[src/rtl/updown_sweep_pkg.sv]
// rtl/updown_sweep_pkg.sv - shared types and constants for the sweep sequencer
package updown_sweep_pkg;

    typedef enum logic [1:0] {
        IDLE = 2'd0,
        UP   = 2'd1,
        DOWN = 2'd2
    } state_t;

    localparam logic DIR_UP   = 1'b1;
    localparam logic DIR_DOWN = 1'b0;

endpackage

[src/rtl/updown_sweep_ctrl_if.sv]
// rtl/updown_sweep_ctrl_if.sv - command/status bundle between command source and sequencer
interface updown_sweep_ctrl_if #(
    parameter int WIDTH = 4,
    parameter int CNT_W = 4
);
    logic             start;
    logic [WIDTH-1:0] lo;
    logic [WIDTH-1:0] hi;
    logic [CNT_W-1:0] sweeps;
    logic             abort;
    logic [WIDTH-1:0] q;
    logic             ctrl;
    logic             busy;
    logic             done;
    logic             err;
    logic [CNT_W-1:0] sweep_idx;

    modport master (
        output start, lo, hi, sweeps, abort,
        input  q, ctrl, busy, done, err, sweep_idx
    );

    modport slave (
        input  start, lo, hi, sweeps, abort,
        output q, ctrl, busy, done, err, sweep_idx
    );
endinterface

[src/rtl/updown_step_counter.sv]
// rtl/updown_step_counter.sv - loadable up/down counter stepped by the sequencer
module updown_step_counter
    import updown_sweep_pkg::*;
#(
    parameter int WIDTH = 4
) (
    input  logic             clk,
    input  logic             rst,
    input  logic             load,
    input  logic [WIDTH-1:0] din,
    input  logic             en,
    input  logic             ctrl,
    output logic [WIDTH-1:0] q
);

    // Load wins over stepping; the sequencer never asks for both at once.
    always_ff @(posedge clk) begin
        if (rst) begin
            q <= '0;
        end else if (load) begin
            q <= din;
        end else if (en) begin
            q <= (ctrl == DIR_UP) ? q + WIDTH'(1) : q - WIDTH'(1);
        end
    end

endmodule

[src/rtl/updown_sweep_ctrl.sv]
// rtl/updown_sweep_ctrl.sv - triangular sweep sequencer driving the up/down counter
module updown_sweep_ctrl
    import updown_sweep_pkg::*;
#(
    parameter int WIDTH = 4,
    parameter int CNT_W = 4
) (
    input  logic              clk,
    input  logic              rst,
    updown_sweep_ctrl_if.slave bus
);

    state_t           state;
    logic [WIDTH-1:0] lo_r;
    logic [WIDTH-1:0] hi_r;
    logic [CNT_W-1:0] sweeps_r;
    logic [CNT_W-1:0] sweep_idx;
    logic [CNT_W-1:0] next_idx;
    logic [WIDTH-1:0] q;
    logic             ctrl_r;
    logic             busy_r;
    logic             done_r;
    logic             err_r;
    logic             start_ok;
    logic             last_sweep;
    logic             load;
    logic             en;
    logic             step_dir;

    assign start_ok   = bus.start && (bus.lo < bus.hi) && (bus.sweeps != '0);
    assign next_idx   = sweep_idx + CNT_W'(1);
    assign last_sweep = (next_idx == sweeps_r);

    // Counter control is decoded from the current state so the step lands on the same edge as the state change.
    always_comb begin
        load     = 1'b0;
        en       = 1'b0;
        step_dir = DIR_UP;
        case (state)
            IDLE: begin
                load = start_ok;
            end
            UP: begin
                if (!bus.abort) begin
                    en       = 1'b1;
                    step_dir = (q == hi_r) ? DIR_DOWN : DIR_UP;
                end
            end
            DOWN: begin
                if (!bus.abort) begin
                    if (q != lo_r) begin
                        en       = 1'b1;
                        step_dir = DIR_DOWN;
                    end else if (!last_sweep) begin
                        en       = 1'b1;
                        step_dir = DIR_UP;
                    end
                end
            end
            default: begin
                load = 1'b0;
            end
        endcase
    end

    updown_step_counter #(
        .WIDTH (WIDTH)
    ) u_counter (
        .clk  (clk),
        .rst  (rst),
        .load (load),
        .din  (bus.lo),
        .en   (en),
        .ctrl (step_dir),
        .q    (q)
    );

    // Sequencer: run control, latched bounds, sweep count and one-cycle status pulses.
    always_ff @(posedge clk) begin
        if (rst) begin
            state     <= IDLE;
            lo_r      <= '0;
            hi_r      <= '0;
            sweeps_r  <= '0;
            sweep_idx <= '0;
            ctrl_r    <= DIR_DOWN;
            busy_r    <= 1'b0;
            done_r    <= 1'b0;
            err_r     <= 1'b0;
        end else begin
            done_r <= 1'b0;
            err_r  <= 1'b0;
            case (state)
                IDLE: begin
                    if (bus.start) begin
                        if (start_ok) begin
                            lo_r      <= bus.lo;
                            hi_r      <= bus.hi;
                            sweeps_r  <= bus.sweeps;
                            sweep_idx <= '0;
                            ctrl_r    <= DIR_UP;
                            busy_r    <= 1'b1;
                            state     <= UP;
                        end else begin
                            err_r <= 1'b1;
                        end
                    end
                end
                UP: begin
                    if (bus.abort) begin
                        busy_r <= 1'b0;
                        state  <= IDLE;
                    end else if (q == hi_r) begin
                        ctrl_r <= DIR_DOWN;
                        state  <= DOWN;
                    end
                end
                DOWN: begin
                    if (bus.abort) begin
                        busy_r <= 1'b0;
                        state  <= IDLE;
                    end else if (q == lo_r) begin
                        sweep_idx <= next_idx;
                        if (last_sweep) begin
                            busy_r <= 1'b0;
                            done_r <= 1'b1;
                            state  <= IDLE;
                        end else begin
                            ctrl_r <= DIR_UP;
                            state  <= UP;
                        end
                    end
                end
                default: begin
                    state <= IDLE;
                end
            endcase
        end
    end

    assign bus.q         = q;
    assign bus.ctrl      = ctrl_r;
    assign bus.busy      = busy_r;
    assign bus.done      = done_r;
    assign bus.err       = err_r;
    assign bus.sweep_idx = sweep_idx;

endmodule

[src/flat_wrapper.sv]
// flat-port wrapper written by rule: the top's interface ports become plain ports
module updown_sweep_ctrl_flat import updown_sweep_pkg::*;
#(
    parameter int WIDTH = 4,
    parameter int CNT_W = 4
)
  (clk, rst, bus_start, bus_lo, bus_hi, bus_sweeps, bus_abort, bus_q, bus_ctrl, bus_busy, bus_done, bus_err, bus_sweep_idx);
  updown_sweep_ctrl_if #(.WIDTH(WIDTH), .CNT_W(CNT_W)) bus_i ();
  input  logic clk;
  input  logic rst;
  input wire logic [$bits(bus_i.start)-1:0] bus_start;
  input wire logic [$bits(bus_i.lo)-1:0] bus_lo;
  input wire logic [$bits(bus_i.hi)-1:0] bus_hi;
  input wire logic [$bits(bus_i.sweeps)-1:0] bus_sweeps;
  input wire logic [$bits(bus_i.abort)-1:0] bus_abort;
  output wire logic [$bits(bus_i.q)-1:0] bus_q;
  output wire logic [$bits(bus_i.ctrl)-1:0] bus_ctrl;
  output wire logic [$bits(bus_i.busy)-1:0] bus_busy;
  output wire logic [$bits(bus_i.done)-1:0] bus_done;
  output wire logic [$bits(bus_i.err)-1:0] bus_err;
  output wire logic [$bits(bus_i.sweep_idx)-1:0] bus_sweep_idx;
  assign bus_i.start = bus_start;
  assign bus_i.lo = bus_lo;
  assign bus_i.hi = bus_hi;
  assign bus_i.sweeps = bus_sweeps;
  assign bus_i.abort = bus_abort;
  assign bus_q = bus_i.q;
  assign bus_ctrl = bus_i.ctrl;
  assign bus_busy = bus_i.busy;
  assign bus_done = bus_i.done;
  assign bus_err = bus_i.err;
  assign bus_sweep_idx = bus_i.sweep_idx;
  updown_sweep_ctrl #(.WIDTH(WIDTH), .CNT_W(CNT_W)) u_core (.clk(clk), .rst(rst), .bus(bus_i));
endmodule
[config.mk]
export PLATFORM = sky130hd
export DESIGN_NAME = updown_sweep_ctrl_flat
export DESIGN_NICKNAME = d
export VERILOG_FILES = /design/src/rtl/updown_sweep_pkg.sv /design/src/rtl/updown_sweep_ctrl_if.sv /design/src/rtl/updown_step_counter.sv /design/src/rtl/updown_sweep_ctrl.sv /design/src/flat_wrapper.sv
export SDC_FILE = /design/constraint.sdc
export NUM_CORES = 1
export LEC_CHECK = 0
export BUFFER_PORTS_ARGS = -buffer_cell sky130_fd_sc_hd__buf_2
export CAP_MARGIN = 10
export CORE_ASPECT_RATIO = 2
export CORE_UTILIZATION = 50
export DETAILED_ROUTE_END_ITERATION = 16
export PLACE_DENSITY = 0.72
export SLEW_MARGIN = 20
export SYNTH_ARGS = -nofsm -noshare
export SYNTH_HDL_FRONTEND = slang
export SYNTH_SLANG_ARGS = --single-unit
[constraint.sdc]
create_clock -name clk -period 6.7 [get_ports clk]
set_input_delay 1.34 -clock clk [delete_from_list [all_inputs] [get_ports clk]]
set_output_delay 1.34 -clock clk [all_outputs]
set_load 0.05 [all_outputs]
==> results.yml, run 1 <==
timing:
  fin_crit_ns: 3.26
  setup_tns_ns: 0
  rsz0062_at_grt: "false"
  setup_viol: 0
  maxSlewViolCount: 0
  whs_ns: 0.511
  hold_viol_final: 0
  tightestPinTransition_ns: 0.887
  period_share: 0.486
  slew_headroom: 0.407
  fmax_mhz: 307
  finalClockSkew_ns: 0.00807
pwr:
  leakage_nw: 0.847
  pwr-share-seq: 0.338
  intPower_mw: 0.355
  p_comb_frac: 0.439
  power_mw: 0.597
  p_clk_frac: 0.224
  p_per_area_mw_per_mm2: 326
  p_sw_frac: 0.406
  p_switching_mw: 0.242
  peakVddDrop_v: 0.000193
routing:
  wirelength_um: 3570
  antenna_left: 0
  firstDrtPassIters: 4
  drt_iter0_drc: 27
  vias: 1367
  wl_per_cell_um: 15.5
  drc: 0
  vias_per_cell: 5.92
layout:
  antenna_cells: 0
  fin_nets: 230
  syn_to_final_growth_pct: 13.5
  postLayoutCellArea_sq_mm: 0.00183
  drive_gt1_frac: 0.189
  fillers: 268
  fin_util: 0.608
clocking:
  clk_root_buffer_cell: "clkbuf_8"
  ctsResizeCount: 0
  hold_buffers: 0
  cts_sinks: 26
  post_cts_buffers: 0
  insertion_delay_ns: 0.28
  htree_levels: 1
  cts_buffers: 3
  tritoncts: "done"
  clock_path_buffers: 2
  clk_pin_slew_worst_paths_ns: 0.10
logic_synthesis:
  synthFlopType: "dfxtp_1"
  ys_top_cells_by_area: "dfxtp_1, mux2i_1, ha_1, xnor2_1, nor2_1"
  synthesis.area_sq_mm: 0.00161
  synth_area_per_cell_sq_um: 9.16
  synthArstFlopShare: 0
  synth_common_cells: "dfxtp_1, nor2_1, mux2i_1"
  synth.most_common_cell: "dfxtp_1"
  syn-num-nets: 204
  ys_ff_latch: 26
  yosysTopAreaCellShare: 0.323
  synth_edf_count: 0
  yosysSeqAreaShare: 0.323
  yosys.area.top_type: "dfxtp_1"
  ys_warn_count: 0
  synthCells: 176
  yosysUniqueCellTypes: 45
global_routing:
  grt_pass1_vias: 1410
  grt_use_total: 0.233
  grt.overflow.total: 0
  grt_pass1_wl_um: 6270
  grt_max_degree: 30
  antenna_found_initial: 0
setup_path:
  cp_max_fo: 21
  crit_type: "input port to flip-flop"
  cp.buffers_inverters: 2
  cp_slowest_cell: "nand2_1"
  cpLargestDelayFamily: "simple AND/OR/NAND/NOR gates"
  cpMostUsedCell: "nand2_1"
  worst_setup_path_end_kind: "flip-flop"
  setup.worst_path.start_class: "input port"
  cpPeakStageDelay_ns: 0.67
  cp_cell_sequence: "buf_2, inv_1, ha_1, nand2_1, o21ai_0, a21oi_1, nand2_1, or4b_1, o311ai_1"
  arrival_ns: 3.43
  worstPathRequired_ns: 6.88
placement:
  io_buffer_count: 27
  dp_hpwl_um: 2690
  gp_congestion: 0.865
  placed_cell_area_sq_mm: 0.00176
die:
  num_io_pins: 28
  rows: 28
  core_sq_mm: 0.00301
  start_util: 0.535
  die_area_sq_mm: 0.00347
  die_w_um: 42.2
  die_y_um: 82.3
status:
  status: "finished clean"
run:
  cap_violations: 0
min_path:
  hold_class: "flip-flop to flip-flop"
-- cell usage in the layout, fill, tap and decap left out, types with 2 or more instances in the layout --
master	count
a311oi_1	2
nand2_1	9
a211oi_1	3
and2_1	3
nor2_1	21
and3_1	2
nand2b_1	2
a21oi_1	7
buf_2	27
nand3_1	2
ha_1	11
o21a_1	2
nand4_1	2
nand3b_1	3
nor2b_1	3
dfxtp_1	26
or4_1	2
o21ai_0	6
clkbuf_8	3
mux2i_1	15
nor3b_1	2
a41oi_1	2
a22oi_1	2
xor2_1	2
xnor2_1	12
inv_1	10
-- worst register-to-register path: cells and delay by family (launching register included) --
kind / cells / cell delay (ns)
xor+xnor: 2 / 0.38
compound gates: 4 / 0.64
flops: 1 / 0.48
simple gates: 5 / 0.76
buf+inv: 1 / 0.07
fa+ha+maj: 1 / 0.33
-- final cells by class --
class                   count  area (sq um)  area share
multi-input cells         134          1030       0.562
clock inverters             1          30.0      0.0164
flip-flops and latches     26           520       0.284
repair buffers             27           135      0.0738
well taps                  30          37.5      0.0205
clock buffers               3          41.3      0.0226
inverters                  10          37.5      0.0205
-- power by group through the flow --
stage,clock network [mW],logic (mW),registers (mW)
2_1_floorplan,0,0.166,0.240
3_3_place_gp,0,0.250,0.204
3_5_place_dp,0,0.257,0.205
4_1_cts,0.136,0.261,0.202
5_1_grt,0.141,0.291,0.205
6_report,0.133,0.262,0.202
-- through the flow --
step	std cells	setup slack (ns)
after floorplan	176	3.61
after global placement	227	3.20
after detailed placement	227	3.16
after CTS	231	3.42
after global routing	231	3.27
final	231	3.44
-- kinds of logic (layout without fill, tap and decap cells) --
group | after synthesis | after routing | synth area share
flip-flops | 26 | 26 | 0.323
AO/OA/AOI/OAI | 31 | 31 | 0.142
buffers and inverters | 16 | 41 | 0.0396
adder cells (fa/ha/maj) | 12 | 12 | 0.0977
multiplexers | 15 | 15 | 0.0931
AND/OR/NAND/NOR | 60 | 60 | 0.205
XOR/XNOR | 16 | 16 | 0.100
-- routing by layer --
metal / vias up / global-route usage / wire length (um)
li1: 671 / - / -
met1: 655 / 0.243 / 1380
met2: 29 / 0.438 / 1970
met3: 12 / 0.0283 / 91
met4: 0 / 0.128 / 125
met5: - / 0 / 0
-- final timing paths --
check	start	to	slack [ns]	cells after the start
setup reg to reg	u_core.u_counter.q[1]	u_core.u_counter.q[3]	3.89	13
hold reg to reg	u_core.bus.sweep_idx[1]	u_core.bus.sweep_idx[1]	0.51	2
setup / recovery	bus_hi[2]	u_core.u_counter.q[1]	3.44	9
hold / removal	u_core.bus.sweep_idx[1]	u_core.bus.sweep_idx[1]	0.51	2
-- flip-flops by register name, summed over array words and instances, names as in the netlist --
signal and cells:
u_core.hi_r 4, u_core.bus.busy 1, u_core.bus.err 1, u_core.state 2, u_core.lo_r 4, u_core.sweeps_r 4, u_core.bus.done 1, u_core.bus.ctrl 1
u_core.u_counter.q 4, u_core.bus.sweep_idx 4
Note: power is estimated with default switching activity, not from simulation.
==> run 2: changes to the inputs <==
--- a/config.mk
+++ b/config.mk
@@ -10,7 +10,7 @@
 export CORE_ASPECT_RATIO = 2
 export CORE_UTILIZATION = 50
 export DETAILED_ROUTE_END_ITERATION = 16
-export PLACE_DENSITY = 0.72
+export PLACE_DENSITY = 0.75
 export SLEW_MARGIN = 20
 export SYNTH_ARGS = -nofsm -noshare
 export SYNTH_HDL_FRONTEND = slang
==> constraint.sdc (replaced) <==
create_clock -name clk -period 2.7 [get_ports clk]
set_input_delay 0.54 -clock clk [delete_from_list [all_inputs] [get_ports clk]]
set_output_delay 0.54 -clock clk [all_outputs]
set_load 0.05 [all_outputs]
==> run 2 against run 1 <==
- via count up 1.3%
- highest routed layer unchanged
- die area unchanged
- count of clock-buffer cells in the layout unchanged
- utilization up 3.0 points
- cell area up 4.9%
- register-to-register slack worse by 3.7 ns
- worst hold slack better by 0.00067 ns
==> results.yml, run 2 (same netlist as run 1, synthesis figures left out) <==
pwr:
  p_per_area_mw_per_mm2: 810
  peakVddDrop_v: 0.000603
  p_comb_frac: 0.465
  p_switching_mw: 0.613
  p_clk_frac: 0.209
  pwr-share-seq: 0.326
  p_sw_frac: 0.394
  intPower_mw: 0.943
  leakage_nw: 0.880
setup_path:
  worstPathRequired_ns: 2.89
  crit_type: "flip-flop to flip-flop"
  cp_max_fo: 4
  cp_cell_sequence: "inv_1, ha_1, and2b_2, nand2_1, inv_1, ha_4, a21oi_2, nand2_1, and3b_1, a2111oi_4, xnor2_1, a211oi_2"
  cp_num_cells: 12
  setup.worst_path.start_class: "flip-flop"
  r2r-start: "u_core.state[0]"
  worst_setup_path_end_kind: "flip-flop"
  cp.buffers_inverters: 2
  arrival_ns: 2.74
  r2r-end: "u_core.u_counter.q[3]"
  rrSetupSlack_ns: 0.15
  cpLargestDelayFamily: "compound AO/OA/AOI/OAI gates"
  cpPeakStageDelay_ns: 0.37
  cp_slowest_cell: "dfxtp_2"
  reg2reg_depth: 12
layout:
  antenna_cells: 0
  syn_to_final_growth_pct: 19.1
  fin_util: 0.637
  instances_no_fill: 238
  fin_nets: 237
  final_cell_mix: "buf_2, nor2_1, dfxtp_1, mux2i_1, xnor2_1"
  fillers: 268
  drive_gt1_frac: 0.260
  final_common_cell: "buf_2"
global_routing:
  grt_use_total: 0.220
  grt.overflow.total: 0
  grt_pass1_wl_um: 6020
  grt_max_degree: 30
  grt_pass1_vias: 1410
  antenna_found_initial: 0
run:
  cap_violations: 0
status:
  status: "finished clean"
timing:
  slew_headroom: 0.654
  fmax_mhz: 393
  fin_crit_ns: 2.55
  period_share: 0.943
  tightestPinTransition_ns: 0.520
  finalClockSkew_ns: 0.00294
  maxSlewViolCount: 0
  hold_viol_final: 0
  fin_ws_ns: 0.154
  setup_viol: 0
die:
  num_io_pins: 28
  die_area_sq_mm: 0.00347
  die_y_um: 82.3
  rows: 28
  die_w_um: 42.2
  core_sq_mm: 0.00301
  start_util: 0.535
min_path:
  hold_class: "input port to flip-flop"
  min_to: "u_core.hi_r[1]"
  worstHoldStart: "bus_hi[1]"
  hold_path_depth: 3
placement:
  dp_cells: 233
  dp_hpwl_um: 2850
  place_ws_ns: 0.0174
  gp_congestion: 0.874
  io_buffer_count: 27
clocking:
  clk_pin_slew_worst_paths_ns: 0.09
  cts_buffers: 3
  tritoncts: "done"
  clock_path_buffers: 2
  clk_root_buffer_cell: "clkbuf_8"
  cts_sinks: 26
  hold_buffers: 0
  insertion_delay_ns: 0.27
  htree_levels: 1
routing:
  drt_iter0_drc: 34
  vias: 1385
  wirelength_um: 3680
  antenna_left: 0
  wl_per_cell_um: 15.5
  drc: 0
  vias_per_cell: 5.82
  firstDrtPassIters: 4
==> run 2: what timing repair did <==
action                                  4_1_cts  5_1_grt
setup buffers                                 0        1
pin swaps                                     0        3
resized for setup                             1        5
endpoints found under the hold margin         0        0
endpoints found under the setup margin        1        1
==> run 2: how the worst max path moves through the flow <==
| stage | startpoint | to | slack, ns |
|---|---|---|---|
| after floorplan | u_core.u_counter.q[3] | u_core.u_counter.q[3] | 0.09 |
| after global placement | u_core.state[0] | u_core.u_counter.q[3] | 0.13 |
| after detailed placement | u_core.state[0] | u_core.u_counter.q[3] | 0.02 |
| after CTS | u_core.state[1] | u_core.u_counter.q[3] | 0.03 |
| after global routing | u_core.u_counter.q[2] | u_core.u_counter.q[3] | -0.05 |
| final | u_core.state[0] | u_core.u_counter.q[3] | 0.15 |
==> run 2: tightest hold or removal path, cell delays in order <==
cell and delay, ns:
buf_2 0.09, mux2i_1 0.06, nor2_1 0.07
==> run 2: through the flow <==
step | hold slack (ns) | cell area (sq um) | TNS (ns) | power [mW]
floorplan | 0.465 | 1620 | 0 | 1.01
global placement | 0.487 | 1810 | 0 | 1.18
detailed placement | 0.492 | 1810 | 0 | 1.20
CTS | 0.506 | 1880 | 0 | 1.53
global route | 0.513 | 1920 | -0.0479 | 1.65
finish | 0.512 | 1920 | 0 | 1.56
==> run 2: per-layer routing <==
layer  vias to the layer above  GRT usage  part of all wire
met1                       655      0.235              0.38
met2                        31      0.425              0.57
met4                         0     0.0906             0.024
met5                         -          0                 0
li1                        689          -                 -
met3                        10     0.0261             0.026
==> run 2: power groups by stage <==
stage / Sequential, mW / Combinational [mW] / Clock, mW
2_1_floorplan: 0.598 / 0.412 / 0
3_3_place_gp: 0.509 / 0.670 / 0
3_5_place_dp: 0.513 / 0.687 / 0
4_1_cts: 0.507 / 0.692 / 0.332
5_1_grt: 0.516 / 0.791 / 0.342
6_report: 0.507 / 0.724 / 0.325
==> run 2: cell type report <==
class                   instances  area (sq um)  share of cell area
multi-input cells             134          1060               0.551
flip-flops and latches         26           528               0.275
repair buffers                 34           188              0.0977
clock buffers                   3          41.3              0.0215
inverters                      10          37.5              0.0195
well taps                      30          37.5              0.0195
clock inverters                 1          30.0              0.0156
==> run 3: changes to the inputs <==
--- a/config.mk
+++ b/config.mk
@@ -14,4 +14,5 @@
 export SLEW_MARGIN = 20
 export SYNTH_ARGS = -nofsm -noshare
 export SYNTH_HDL_FRONTEND = slang
+export SYNTH_HIERARCHICAL = 1
 export SYNTH_SLANG_ARGS = --single-unit
==> run 3 against run 2 <==
- global-route usage about the same
- clock skew up 0.0044 ns
- die area down 2.6%
- setup slack worse by 0.016 ns
- sequential cell count unchanged
- worst hold slack worse by 0.031 ns
- synthesized cell count down 1.1%
- count of clock-buffer cells in the layout unchanged
- utilization down 3.5 points
- critical endpoint is now u_core/u_counter/q[3]
==> results.yml, run 3 <==
status:
  status: "finished clean"
logic_synthesis:
  synthArstFlopShare: 0
  synth_edf_count: 0
  ys_ff_latch: 26
  synth_area_per_cell_sq_um: 9.02
  syn-num-nets: 201
  ys_warn_count: 6
  yosysSeqAreaShare: 0.332
  yosysTopAreaCellShare: 0.332
  synth.most_common_cell: "dfxtp_1"
  synthCells: 174
  synthFlopType: "dfxtp_1"
  yosys.area.top_type: "dfxtp_1"
  yosysUniqueCellTypes: 50
  synth_common_cells: "dfxtp_1, nor2_1, xnor2_1"
  synthesis.area_sq_mm: 0.00157
  ys_top_cells_by_area: "dfxtp_1, ha_1, mux2i_1, xnor2_1, nor2_1"
global_routing:
  grt_pass1_wl_um: 5750
  grt_max_degree: 32
  grt_pass1_vias: 1319
  grt_use_total: 0.220
  grt.overflow.total: 0
  antenna_found_initial: 0
layout:
  final_cell_mix: "buf_2, dfxtp_1, nor2_1, xnor2_1"
  drive_gt1_frac: 0.233
  fillers: 255
  syn_to_final_growth_pct: 14.4
  antenna_cells: 0
  multiInputGateArea_sq_um: 978
  instances_no_fill: 232
  fin_nets: 230
  final_common_cell: "buf_2"
  regArea_sq_um: 520
  fin_util: 0.603
timing:
  fin_crit_ns: 2.56
  maxSlewViolCount: 0
  rsz0062_at_grt: "false"
  slew_headroom: 0.474
  setup_tns_ns: 0
  whs_ns: 0.481
  tightestPinTransition_ns: 0.783
  setup_viol: 0
  period_share: 0.949
  fmax_mhz: 390
  hold_viol_final: 0
  finalClockSkew_ns: 0.00733
pwr:
  leakage_nw: 0.822
  peakVddDrop_v: 0.000451
  p_per_area_mw_per_mm2: 797
die:
  start_util: 0.527
  rows: 28
  core_sq_mm: 0.00298
  die_area_sq_mm: 0.00338
  die_y_um: 81.2
  die_w_um: 41.6
  num_io_pins: 28
run:
  cap_violations: 0
setup_path:
  setup.worst_path.start_class: "flip-flop"
  cp_max_fo: 6
  worst_setup_path_end_kind: "flip-flop"
  cp_cell_sequence: "xnor2_1, nand4_1, o41ai_1, nor3_1, nand2b_1, nor3b_1, a311o_2"
  cpPeakStageDelay_ns: 0.62
  crit_type: "flip-flop to flip-flop"
  worstPathRequired_ns: 2.86
  cp_slowest_cell: "o41ai_1"
  arrival_ns: 2.73
placement:
  dp_hpwl_um: 2740
  gp_congestion: 0.909
  dp_cells: 228
  io_buffer_count: 27
routing:
  wirelength_um: 3560
  drt_iter0_drc: 29
  vias_per_cell: 5.81
  antenna_left: 0
  firstDrtPassIters: 5
  wl_per_cell_um: 15.3
  vias: 1348
  drc: 0
clocking:
  clk_root_buffer_cell: "clkbuf_8"
  htree_levels: 1
  tritoncts: "done"
  clk_pin_slew_worst_paths_ns: 0.09
  cts_sinks: 26
  insertion_delay_ns: 0.27
  cts_buffers: 3
  clock_path_buffers: 2
min_path:
  hold_class: "flip-flop to flip-flop"
-- run 3: what timing repair did --
action,in CTS,in global routing
setup endpoints to repair,0,1
gates resized for setup,0,1
setup buffers,0,0
hold endpoints to repair,0,0
hold buffers,0,0
-- run 3: path summary, 6_finish.rpt --
kind | startpoint | endpoint | slack (ns) | cells after the start
min reg2reg | u_core/lo_r[1] | u_core/lo_r[1] | 0.48 | 2
max reg2reg | u_core/u_counter/q[0] | u_core/u_counter/q[3] | 0.14 | 7
min | u_core/lo_r[1] | u_core/lo_r[1] | 0.48 | 2
max | u_core/u_counter/q[0] | u_core/u_counter/q[3] | 0.14 | 7
-- run 3: layout make-up --
cell class	count	share of cell area
Tap cell	30	0.0209
Multi-Input combinational cell	133	0.545
Clock buffer	3	0.0230
Timing Repair Buffer	29	0.0836
Clock inverter	1	0.0167
Inverter	10	0.0209
Sequential cell	26	0.290
-- run 3: metrics by stage --
stage                     power, mW  area [sq um]  worst slack, ns
after floorplan               0.969          1570           0.0787
after global placement         1.09          1720            0.275
after detailed placement       1.11          1720            0.189
after CTS                      1.43          1790            0.166
after global routing           1.50          1800           0.0142
final                          1.43          1800            0.138
-- run 3: where the power goes --
| part | leakage (nW) | switching, mW | total, mW | internal (mW) |
|---|---|---|---|---|
| Clock | 0.0357 | 0.124 | 0.322 | 0.198 |
| Combinational | 0.574 | 0.373 | 0.616 | 0.243 |
| Sequential | 0.212 | 0.0532 | 0.494 | 0.440 |
| Total | 0.822 | 0.550 | 1.43 | 0.882 |
-- run 3: critical path: cells and delay by family, from the launching register on --
| family | cells | cell delay (ns) |
|---|---|---|
| and+or+nand+nor | 4 | 0.78 |
| xor gates and xnor gates | 1 | 0.17 |
| DFF | 1 | 0.50 |
| AOI/OAI and AO/OA | 2 | 1.02 |
-- run 3: cells by family after synthesis --
family,Yosys count,synth area share
simple gates,62,0.203
compound gates,31,0.140
flops,26,0.332
xor+xnor,16,0.0981
buf+inv,15,0.0470
mux,13,0.0869
fa+ha+maj,11,0.0925
-- run 3: metal layers --
layer | up-vias | wire length, um | global-route usage
met5 | - | 0 | 0
met4 | 0 | 91 | 0.113
met3 | 12 | 145 | 0.0267
met2 | 48 | 2010 | 0.430
met1 | 628 | 1320 | 0.220
li1 | 660 | - | -
